## config.mk

```make
export PLATFORM = sky130hd
export DESIGN_NAME = mos_switch_eval
export DESIGN_NICKNAME = d
export VERILOG_FILES = /design/src/rtl/mos_switch_eval.sv
export SDC_FILE = /design/constraint.sdc
export NUM_CORES = 1
export LEC_CHECK = 0
export ABC_AREA = 1
export CORE_AREA = 2 2 39 41
export CTS_CLUSTER_DIAMETER = 30
export DETAILED_ROUTE_END_ITERATION = 8
export DIE_AREA = 0 0 41 43
export DONT_BUFFER_PORTS = 1
export PLACE_DENSITY_LB_ADDON = 0.3
export SYNTH_ARGS = -nofsm -noshare
export SYNTH_HDL_FRONTEND = slang
export SYNTH_SLANG_ARGS = --single-unit
```

## constraint.sdc

```tcl
create_clock -name clk -period 1.51 [get_ports clk]
set_input_delay 0.302 -clock clk [delete_from_list [all_inputs] [get_ports clk]]
set_output_delay 0.302 -clock clk [all_outputs]
set_load 0.03 [all_outputs]
```

## src/rtl/mos_switch_eval.sv

```systemverilog
// mos_switch_eval: registered, strength-free evaluator for nmos/pmos switch
// primitives and a six-switch CMOS AND cell (NAND stage + inverter), using a
// 2-bit 4-state code: 00 = 0, 01 = 1, 10 = Z, 11 = X.
module mos_switch_eval (
  input  logic       clk,
  input  logic       rst,
  input  logic       in_valid,
  input  logic [1:0] sw_data,
  input  logic [1:0] sw_ctrl,
  input  logic [1:0] in_a,
  input  logic [1:0] in_b,
  output logic       out_valid,
  output logic [1:0] nmos_y,
  output logic [1:0] pmos_y,
  output logic [1:0] nand_y,
  output logic [1:0] and_y
);

  localparam int unsigned VW = 2;

  localparam logic [VW-1:0] V0 = 2'b00;
  localparam logic [VW-1:0] V1 = 2'b01;
  localparam logic [VW-1:0] VZ = 2'b10;
  localparam logic [VW-1:0] VX = 2'b11;

  // nmos switch: conducts on gate 1, floats on gate 0, unknown gate gives X
  // unless there is nothing to pass through.
  function automatic logic [VW-1:0] nmos_f(input logic [VW-1:0] d,
                                           input logic [VW-1:0] g);
    logic [VW-1:0] r;
    r = VX;
    case (g)
      V1:      r = d;
      V0:      r = VZ;
      default: r = (d == VZ) ? VZ : VX;
    endcase
    return r;
  endfunction

  // pmos switch: nmos with the gate sense inverted.
  function automatic logic [VW-1:0] pmos_f(input logic [VW-1:0] d,
                                           input logic [VW-1:0] g);
    logic [VW-1:0] r;
    r = VX;
    case (g)
      V0:      r = d;
      V1:      r = VZ;
      default: r = (d == VZ) ? VZ : VX;
    endcase
    return r;
  endfunction

  // Two-driver net resolution; Z is the identity and X/conflict absorb, so
  // chaining it resolves any number of drivers.
  function automatic logic [VW-1:0] res_f(input logic [VW-1:0] p,
                                          input logic [VW-1:0] q);
    logic [VW-1:0] r;
    if (p == VZ)                 r = q;
    else if (q == VZ)            r = p;
    else if (p == q && p != VX)  r = p;
    else                         r = VX;
    return r;
  endfunction

  logic [VW-1:0] w1_c;
  logic [VW-1:0] w2_c;
  logic [VW-1:0] y_c;
  logic [VW-1:0] n_c;
  logic [VW-1:0] p_c;

  // Combinational evaluation of the standalone switches and the AND cell.
  always_comb begin
    n_c  = nmos_f(sw_data, sw_ctrl);
    p_c  = pmos_f(sw_data, sw_ctrl);
    w1_c = nmos_f(V0, in_b);
    w2_c = res_f(res_f(pmos_f(V1, in_a), pmos_f(V1, in_b)), nmos_f(w1_c, in_a));
    y_c  = res_f(pmos_f(V1, w2_c), nmos_f(V0, w2_c));
  end

  // Output registers: load on valid, hold otherwise; valid flag follows input.
  always_ff @(posedge clk) begin
    if (rst) begin
      out_valid <= 1'b0;
      nmos_y    <= V0;
      pmos_y    <= V0;
      nand_y    <= V0;
      and_y     <= V0;
    end else begin
      out_valid <= in_valid;
      if (in_valid) begin
        nmos_y <= n_c;
        pmos_y <= p_c;
        nand_y <= w2_c;
        and_y  <= y_c;
      end
    end
  end

endmodule

```

==> results of run 1 <==
[cell families (layout without fill, tap and decap cells)]
| group | Yosys count | after routing | synth area share, % |
|---|---|---|---|
| AND/OR/NAND/NOR | 34 | 34 | 31.71 |
| AO/OA/AOI/OAI | 14 | 14 | 14.14 |
| buffers and inverters | 14 | 17 | 11.71 |
| flip-flops | 9 | 9 | 35.12 |
| adder cells (fa/ha/maj) | 3 | 3 | 7.318 |
[final cells by class]
cell class | count | area (sq um) | share of cell area, %
multi-input combinational | 51 | 272.8 | 49.77
tap | 16 | 20.02 | 3.653
sequential | 9 | 180.2 | 32.88
clock buffer | 4 | 26.28 | 4.795
inverter | 13 | 48.80 | 8.904
[worst paths after layout]
kind / from / endpoint / slack [ns] / depth (start not counted)
setup / recovery: in_a[0] / and_y[0] / 0.36 / 10
hold / removal: rst / and_y[1] / 0.11 / 1
setup reg to reg: nmos_y[1] / nmos_y[1] / 0.62 / 2
hold reg to reg: nand_y[0] / nand_y[0] / 0.61 / 2
[registers in the layout, indices dropped and copies added (netlist names)]
| signal | count |
|---|---|
| out_valid | 1 |
| nand_y | 2 |
| nmos_y | 2 |
| pmos_y | 2 |
| and_y | 2 |
[power groups by stage]
| stage | registers (mW) | logic [mW] | clock network [mW] |
|---|---|---|---|
| 4_1_cts | 0.301 | 0.0654 | 0.188 |
| 3_3_place_gp | 0.306 | 0.0648 | 0 |
| 5_1_grt | 0.303 | 0.0768 | 0.195 |
| 6_report | 0.301 | 0.0653 | 0.183 |
| 2_1_floorplan | 0.303 | 0.0608 | 0 |
| 3_5_place_dp | 0.307 | 0.0650 | 0 |
[cell usage in the layout, fill, tap and decap left out]
cell type and instances:
nand3_1 4, clkbuf_1 1, nand2_1 13, o21ai_0 5, clkbuf_4 3, nor2_2 1, a21oi_1 7, nor2_1 10
nand2_2 2, dfxtp_1 9, inv_2 1, nand3b_1 1, nor3_2 1, a31oi_1 2, inv_1 12, ha_1 3
nand3_2 2
[per-stage QoR]
| stage | area [sq um] | utilization [%] |
|---|---|---|
| 3_3_place_gp | 521.8 | 37.70 |
| 5_1_grt | 548.0 | 39.60 |
| 3_5_place_dp | 521.8 | 37.70 |
| 6_report | 548.0 | 39.60 |
| 4_1_cts | 548.0 | 39.60 |
| 2_1_floorplan | 513.0 | - |
[worst register-to-register path: cells and delay by family, from the launching register on]
family | cells | cell delay [ns]
compound gates | 2 | 0.29
flops | 1 | 0.52
[metal layers]
layer	wire, um	vias up	global-route usage, %
met1	433	189	14.84
met5	0	-	0
met4	0	0	6.000
met2	454	16	17.81
li1	-	241	-
met3	67	0	2.094
==> impl_results.md, run 1 <==
* Status: finished clean
* Post-CTS Setup Repair Bufs at 0
* Mapped cell area at about 510 sq um
* Slowest cell delay on critical path at around 0.26 ns
* DR pass1 iterations at 4
* Comb power frac at 11.9%
* Switching Fraction at 30.21%
* Initial core utilization at approximately 37%
* Clk slew on worst S/H paths at 0.06 ns
* Worst Path Buf+Inv at 3
* Avg Inst Size Synth at 6.932 sq um
* Power Internal at between 0.3 and 0.4 mW
* Worst hold path type: in -> reg
* DRC errors left at 0
* Hold Slack at roughly 0.11 ns
* Number of fill cells at 153
* Setup violations, final at 0
* RSZ-0062 raised after global routing: false
* Slew HR at roughly 77%
* Gpl congestion at around 0.75
* Max VDD drop at roughly 0.00028 V
* Post-synth top cells: nand2_1 (13), inv_1 (12), nor2_1 (10), dfxtp_1 (9), a21oi_1 (7)
* First-pass GRT wire length at between 1 and 1.5 mm
* WL per Instance at approximately 10 um
* Via/cell ratio at 4.796
* Slowest-stage cell, CP: ha_1
* Core area at 0.001384 sq mm
* CTS tree: built
* Hold-fix buffers, CTS at 0
* Hpwl dp at about 750 um
* Psw at between 0.15 and 0.2 mW
* Fin. Hold Viols at 0
* Worst EP required at 1.67 ns
* Total grt overflow at 0
* Syn Nets at between 80 and 90
* Share of layout cells above drive strength 1 at about an eighth
* Synthesis Warnings at 0
* Max-Cap Viols at 0
* Die X at 41 um
* Largest net degree at the start of global routing at 10
* Max frequency at 0.8687 GHz
* FF+latch count, synth at 9
* Non-Filler Instances at 93
* I/O Pins at 20
* Worst-skew pair later-pin latency at approximately 0.25 ns
* ANT cells at 0
* CP Data Arrival Time at roughly 1.3 ns
* Clk root buf: clkbuf_4
* Global Route Usage Sum at approximately an eighth
* Async S/R FF share, synth at 0%
* Setup crit start kind: primary input
* Post-route ant nets at 0
* Period utilization at about three quarters
* Initial detailed-routing violation count at 17
* Synth unique cells at 16
* CTS sink cnt at 9
* Delay-heaviest family, CP: adder cells
* Crit path cell chain: inv_2 -> nor2_2 -> ha_1 -> ha_1 -> inv_1 -> nand2_1 -> nand3_1 -> nand3_1 -> nand2_1 -> inv_1
* Pins over their slew limit at 0
* Top-count cell post-synth: nand2_1
* Post-layout min period at approximately 1.2 ns
* Yosys top cell area share at about a third
* Total wire length at approximately 960 um
* Setup WS post-layout at approximately 0.36 ns
* Post-Place Cells at ~90
* Rows at 14
* H-tree Lvls at 1
* Worst slew pin tran at 0.3406 ns
* Post_cts resized at 0
* Via count at between 400 and 500
* IO Port Bufs at 0
* Synth Instances at 74
* CP Class: in -> reg
* PwrDens at roughly 1000 mW/mm^2
* Crit. End Element: flip-flop
* P&R area growth vs syn at 6.829%
* Die height at 43 um
* Area leader, netlist: dfxtp_1
* Die area at between 0.0015 and 0.002 sq mm
* Tot Pwr at approximately 0.55 mW
* Sequential fraction of the synthesis area at 35.12%
* Setup_tns at 0 ns
* Num CTS Buffers at 3
* Leakage at 0.2688 nW
* Clock Skews at 0 ns
* Initial antenna violation count at 0
* Ys flop type: dfxtp_1
* Clock network fraction of total power at 33.3%
* Flop pwr share at 54.8%
* Number of global-route vias before repair at 371
* Number of synthesized flops with an enable pin at 0
* CTS Buffer Depth at 2
* Synth area leaders: dfxtp_1 (35%), nand2_1 (9.5%), inv_1 (8.8%)
* Crit path max fanout at 4
* Fin nets at 92
* Pre-CTS WS at 0.1113 ns
Note: power is estimated with default switching activity, not from simulation.
==> inputs of run 2 (changes only) <==
Clock period 1.51 ns to 1.15 ns, I/O delays scaled along.
==> run 2 against run 1 <==
Non-clock buffer count rose by 5; total power rose by 36%; routed wire length rose by 3.9%; flip-flop and latch count did not move; combinational power rose by 78%; highest routed layer unchanged.
==> impl_results.md, run 2 (synthesis gave the netlist of run 1 again) <==
* Status: finished clean
* Worst-skew pair later-pin latency at 0.25 ns (about the same)
* Die area at 0.001763 sq mm (unchanged)
* Setup WS post-layout at 0.1403 ns (-0.2186 ns)
* H-tree Lvls at 1 (unchanged)
* Gpl congestion at 0.7363 (-1.2%)
* Post-Place Cells at 94 (+5.6%)
* DR pass1 iterations at 4 (unchanged)
* Via/cell ratio at 4.878 (+1.7%)
* PwrDens at 1204 mW/mm^2 (+20%)
* Rows at 14 (unchanged)
* Setup violations, final at 0 (unchanged)
* Share of layout cells above drive strength 1 at 23.17% (+10 points)
* WL per Instance at 10.12 um (-1.4%)
* Number of fill cells at 147 (-3.9%)
* Initial core utilization at 37.07% (unchanged)
* Die X at 41 um (unchanged)
* Worst hold path type: in -> reg
* Pre-CTS WS at -0.1383 ns (-0.2496 ns)
* CTS tree: built
* Max VDD drop at 0.0003334 V (+18%)
* Hold-fix buffers, CTS at 0 (unchanged)
* Clk root buf: clkbuf_4
* Leakage at 0.2929 nW (+9.0%)
* First-pass GRT wire length at 1.587 mm (+12%)
* Global Route Usage Sum at 13.17% (+1.5 points)
* Finished Cell Area at 619.3 sq um (+13%)
* Met2 Resource Use GR at 21.56% (+3.8 points)
* Slew HR at 77.94% (+0.68 points)
* Clk slew on worst S/H paths at 0.06 ns (about the same)
* Gr busiest metal: met2
* Post-CTS Setup Repair Bufs at 0 (unchanged)
* Non-Filler Instances at 98 (+5.4%)
* IO Port Bufs at 0 (unchanged)
* Period utilization at 87.80%
* Most frequent cells in the layout: nand2_1 (13), inv_1 (12), nor2_1 (9), dfxtp_1 (9), a21oi_1 (7)
* P&R area growth vs syn at 20.73%
* Via count at 478 (+7.2%)
* Sequential cell area at 180.2 sq um (unchanged)
* Hpwl dp at 808 um (+7.3%)
* Setup crit start kind: primary input
* CP Data Arrival Time at 1.20 ns (-0.11 ns)
* CTS sink cnt at 9 (unchanged)
* Met3 GRT Util at 3.141% (+1.0 points)
* Slowest-stage cell, CP: nor3_4
* R2R setup slack at 0.30 ns (-0.32 ns)
* CTS Buffer Depth at 2 (unchanged)
* Core Util, Final at 44.76% (+5.2 points)
* Number of global-route vias before repair at 419 (+13%)
* Post-route ant nets at 0 (unchanged)
* Setup_tns at 0 ns (unchanged)
* Post_cts resized at 0 (unchanged)
* RSZ-0062 raised after global routing: false
* Placed Area at 586.8 sq um (+12%)
* Clock Skews at 0 ns (unchanged)
* Worst EP required at 1.34 ns (-0.33 ns)
* I/O Pins at 20 (unchanged)
* ANT cells at 0 (unchanged)
* Crit path max fanout at 3 (-1)
* Max-Cap Viols at 0 (unchanged)
* Die height at 43 um (unchanged)
* DRC errors left at 0 (unchanged)
* Initial detailed-routing violation count at 16 (-1)
* M1 GR Usage at 14.19% (-0.65 points)
* Largest net degree at the start of global routing at 10 (unchanged)
* Crit. End Element: flip-flop
* Pins over their slew limit at 0 (unchanged)
* Crit path cell chain: inv_1 -> nor2_2 -> inv_1 -> ha_1 -> nor3_4 -> nand2_1 -> nand2_1 -> nand3_2 -> a21oi_1
* Total wire length at 992 um (+3.9%)
* Core area at 0.001384 sq mm (unchanged)
* Post-layout min period at 1.010 ns
* Fin nets at 97 (+5.4%)
* Worst slew pin tran at 0.3305 ns (-0.01013 ns)
* Initial antenna violation count at 0 (unchanged)
* CP Class: in -> reg
* Most common cell after layout, fill and taps aside: nand2_1
* Multi-input logic area at 306.5 sq um (+12%)
* Fin. Hold Viols at 0 (unchanged)
* Max frequency at 0.9904 GHz
* Total grt overflow at 0 (unchanged)
* Slowest cell delay on critical path at 0.23 ns (-0.03 ns)
* Num CTS Buffers at 3 (unchanged)
[run 2: cell count changes in the layout (fill, tap and decap cells not counted), sizes merged]
cell	delta
buf	+5
[run 2: path summary, 6_finish.rpt]
| check | from | to | depth (start not counted) |
|---|---|---|---|
| max | in_b[0] | and_y[1] | 9 |
| min | rst | nand_y[1] | 1 |
| max reg2reg | and_y[0] | and_y[0] | 4 |
| min reg2reg | pmos_y[1] | pmos_y[1] | 2 |
[run 2: final cells by class]
| class | count | area share [%] |
|---|---|---|
| multi-input cells | 51 | 49.49 |
| flip-flops and latches | 9 | 29.09 |
| inverters | 13 | 7.879 |
| repair buffers | 5 | 6.061 |
| clock buffers | 4 | 4.242 |
| well taps | 16 | 3.232 |
[run 2: worst max-delay path: cells and delay by family]
kind	cells	cell delay (ns)
AO/OA/AOI/OAI	1	0.12
adder cells (fa/ha/maj)	1	0.21
buffers and inverters	2	0.08
AND/OR/NAND/NOR	5	0.56
[run 2: through the flow]
step	hold slack (ns)	total power, mW
after floorplan	0.2991	0.4858
after global placement	0.3000	0.5077
after detailed placement	0.3022	0.5113
after CTS	0.03111	0.7488
after global routing	0.01467	0.7922
final	0.03321	0.7455
[run 2: where the power goes]
group	internal (mW)	switching [mW]	leakage (nW)	total (mW)
registers	0.335	0.0532	0.0751	0.389
clock network	0.134	0.107	0.0150	0.241
logic	0.0515	0.0644	0.203	0.116
total	0.520	0.225	0.293	0.746
[run 2: routing by layer]
metal / routed length, um / part of all wire [%]
met2: 517 / 52
met3: 58 / 5.8
met1: 416 / 42
met5: 0 / 0
met4: 0 / 0
==> inputs of run 3 (changes only) <==
Settings changed: CAP_MARGIN from default to 20, CTS_CLUSTER_SIZE from default to 40.
==> results of run 3 <==
Final layout, timing and power as in run 2 (identical DEF).
==> patch: new RTL, settings of run 3 <==
Make the reset (`rst`) asynchronous in one clocked block.
--- a/src/rtl/mos_switch_eval.sv
+++ b/src/rtl/mos_switch_eval.sv
@@ -79,5 +79,5 @@
 
   // Output registers: load on valid, hold otherwise; valid flag follows input.
-  always_ff @(posedge clk) begin
+  always_ff @(posedge clk or posedge rst) begin
     if (rst) begin
       out_valid <= 1'b0;
Check against the original RTL: differs if rst is asserted again (counterexample within 4 cycles, from zero or initial values and one cycle with rst high); with rst held inactive, the same outputs for 10 cycles.
==> patch against run 3 <==
- register-to-register slack better by 50 ps
- area after synthesis down 2.9%
- synthesized cell count is 9.5% lower
- maximum frequency fell by 0.87%
- first-iteration DRC count decreased by 25%
- power is 3.4% higher
- setup slack worse by 8.9 ps
- sequential cell count stayed put
- hold slack improved by 98 ps
- cell area rose by 4.0%
- wire length shrank 4.6%
- die area did not move
- critical endpoint is now nand_y[1]
==> patch: results (changes against run 3) <==
Status
  • Status: complete, no violations

Route
  • DR vias/cell: 4.70 (-3.7%)
  • DR iter-0 viols: 12 (-4)
  • Wire length per cell: 10.3 um (+1.6%)
  • Total routed wirelength: 946 um (-4.6%)
  • Drt pass-1 iters: 4 (unchanged)

Power and ir drop
  • Combinational power: 123 uW (+6%)
  • Leak: 0.313 nW (+6.7%)
  • P_clk: 242 uW
  • Net Switching: 241 uW (+7.0%)
  • Peak supply drop: 534 uV (+60%)
  • Clock group share of total power: 31.3% (-1.0 points)

Placement
  • Cell Area, Placed: 598 um^2 (+1.9%)
  • Hpwl dp: 732 um (-9.4%)
  • # port buffers: 0 (unchanged)
  • Placed Cells: 86 (-8.5%)
  • Pre-CTS WS: -74.6 ps (+63.7 ps)
  • Routability cong.: 0.709 (-3.8%)

Yosys
  • Area contributors post-synth: dfrtp_1 (45%), nand2_1 (14%), ha_1 (7.5%)
  • Area share of fa/ha/maj cells after synthesis: 7.54% (+0.22 points)
  • Synth async-reset ratio: 100% (+100 points)
  • Post-synthesis sequential area ratio: 45.2% (+10 points)
  • Post-synthesis mux area share: 0% (unchanged)
  • Yosys warnings: 0 (unchanged)
  • Synthesized netlist net count: 81 (-8.0%)
  • Post-synthesis xor/xnor area fraction: 0% (unchanged)
  • Netlist cell types: 14 (-2)
  • Post-synthesis compound-gate area fraction: 9.80% (-4.3 points)
  • Syn avg cell area: 7.43 um^2 (+7.2%)
  • Commonest cells post-synth: nand2_1 (18), inv_1 (10), nor2_1 (10)

Clock network
  • Post-CTS Resized: 0 (unchanged)
  • CTS buffer count: 3 (unchanged)
  • Clk buf depth: 2 (unchanged)
  • Clk pin slew, worst setup/hold paths: 60 ps (about the same)
  • H-tree Lvls: 1 (unchanged)
  • CTS Hold Bufs: 2 (+2)
  • Post CTS Setup Buffer Count: 0 (unchanged)
  • Clock latency reported for the late side of the worst-skew pair: about 260 ps

Hold path
  • Hold Startpoint: in_valid
  • Hold Crit Class: input pin to flop

Critical path
  • Reg-to-Reg Start: pmos_y[0]
  • WP data arrival: 790 ps (-410 ps)
  • Worst setup startpoint: nand_y[1]
  • Worst Path Max Fanout: 2 (-1)

Layout
  • Nets: 91 (-6.2%)
  • Layout cell share with drive strength beyond 1: 25.0% (+1.8 points)
  • # diodes: 0 (unchanged)
  • Layout fillers: 134 (-8.8%)

GRT
  • Initial antenna violation count: 0 (unchanged)
  • GRT Resource Usage Total: 13.2% (about the same)
  • Vias in the first global route: 375 (-11%)
  • Largest net degree at the start of global routing: 10 (unchanged)
  • First-pass GRT wire length: 1500 um (-5.7%)

Timing
  • Skew final: 0 ps (unchanged)
  • Max_slew headroom: 78.5% (+0.54 points)
[patch: layout make-up]
class / count / area (um^2) / share of cell area (%)
Clock buffer: 4 / 26.3 / 4.08
Inverter: 12 / 60.1 / 9.32
Multi-Input combinational cell: 46 / 270 / 41.9
Sequential cell: 9 / 225 / 35.0
Tap cell: 16 / 20.0 / 3.11
Timing Repair Buffer: 5 / 42.5 / 6.60
[patch: worst paths after layout]
kind	endpoint	slack, ps	cells past startpoint
min in group asynchronous	out_valid	360	2
max	nand_y[1]	130	0
min	nmos_y[1]	130	2
max reg2reg	pmos_y[0]	350	2
min reg2reg	and_y[0]	510	2
max in group asynchronous	pmos_y[0]	550	2
[patch: layer usage]
layer | up-vias | GRT usage, % | part of all wire [%]
li1 | 222 | - | -
met1 | 197 | 14.2 | 42
met2 | 11 | 19.7 | 50
met3 | 2 | 7.85 | 6.1
met4 | 0 | 6.00 | 1.7
met5 | - | 0 | 0
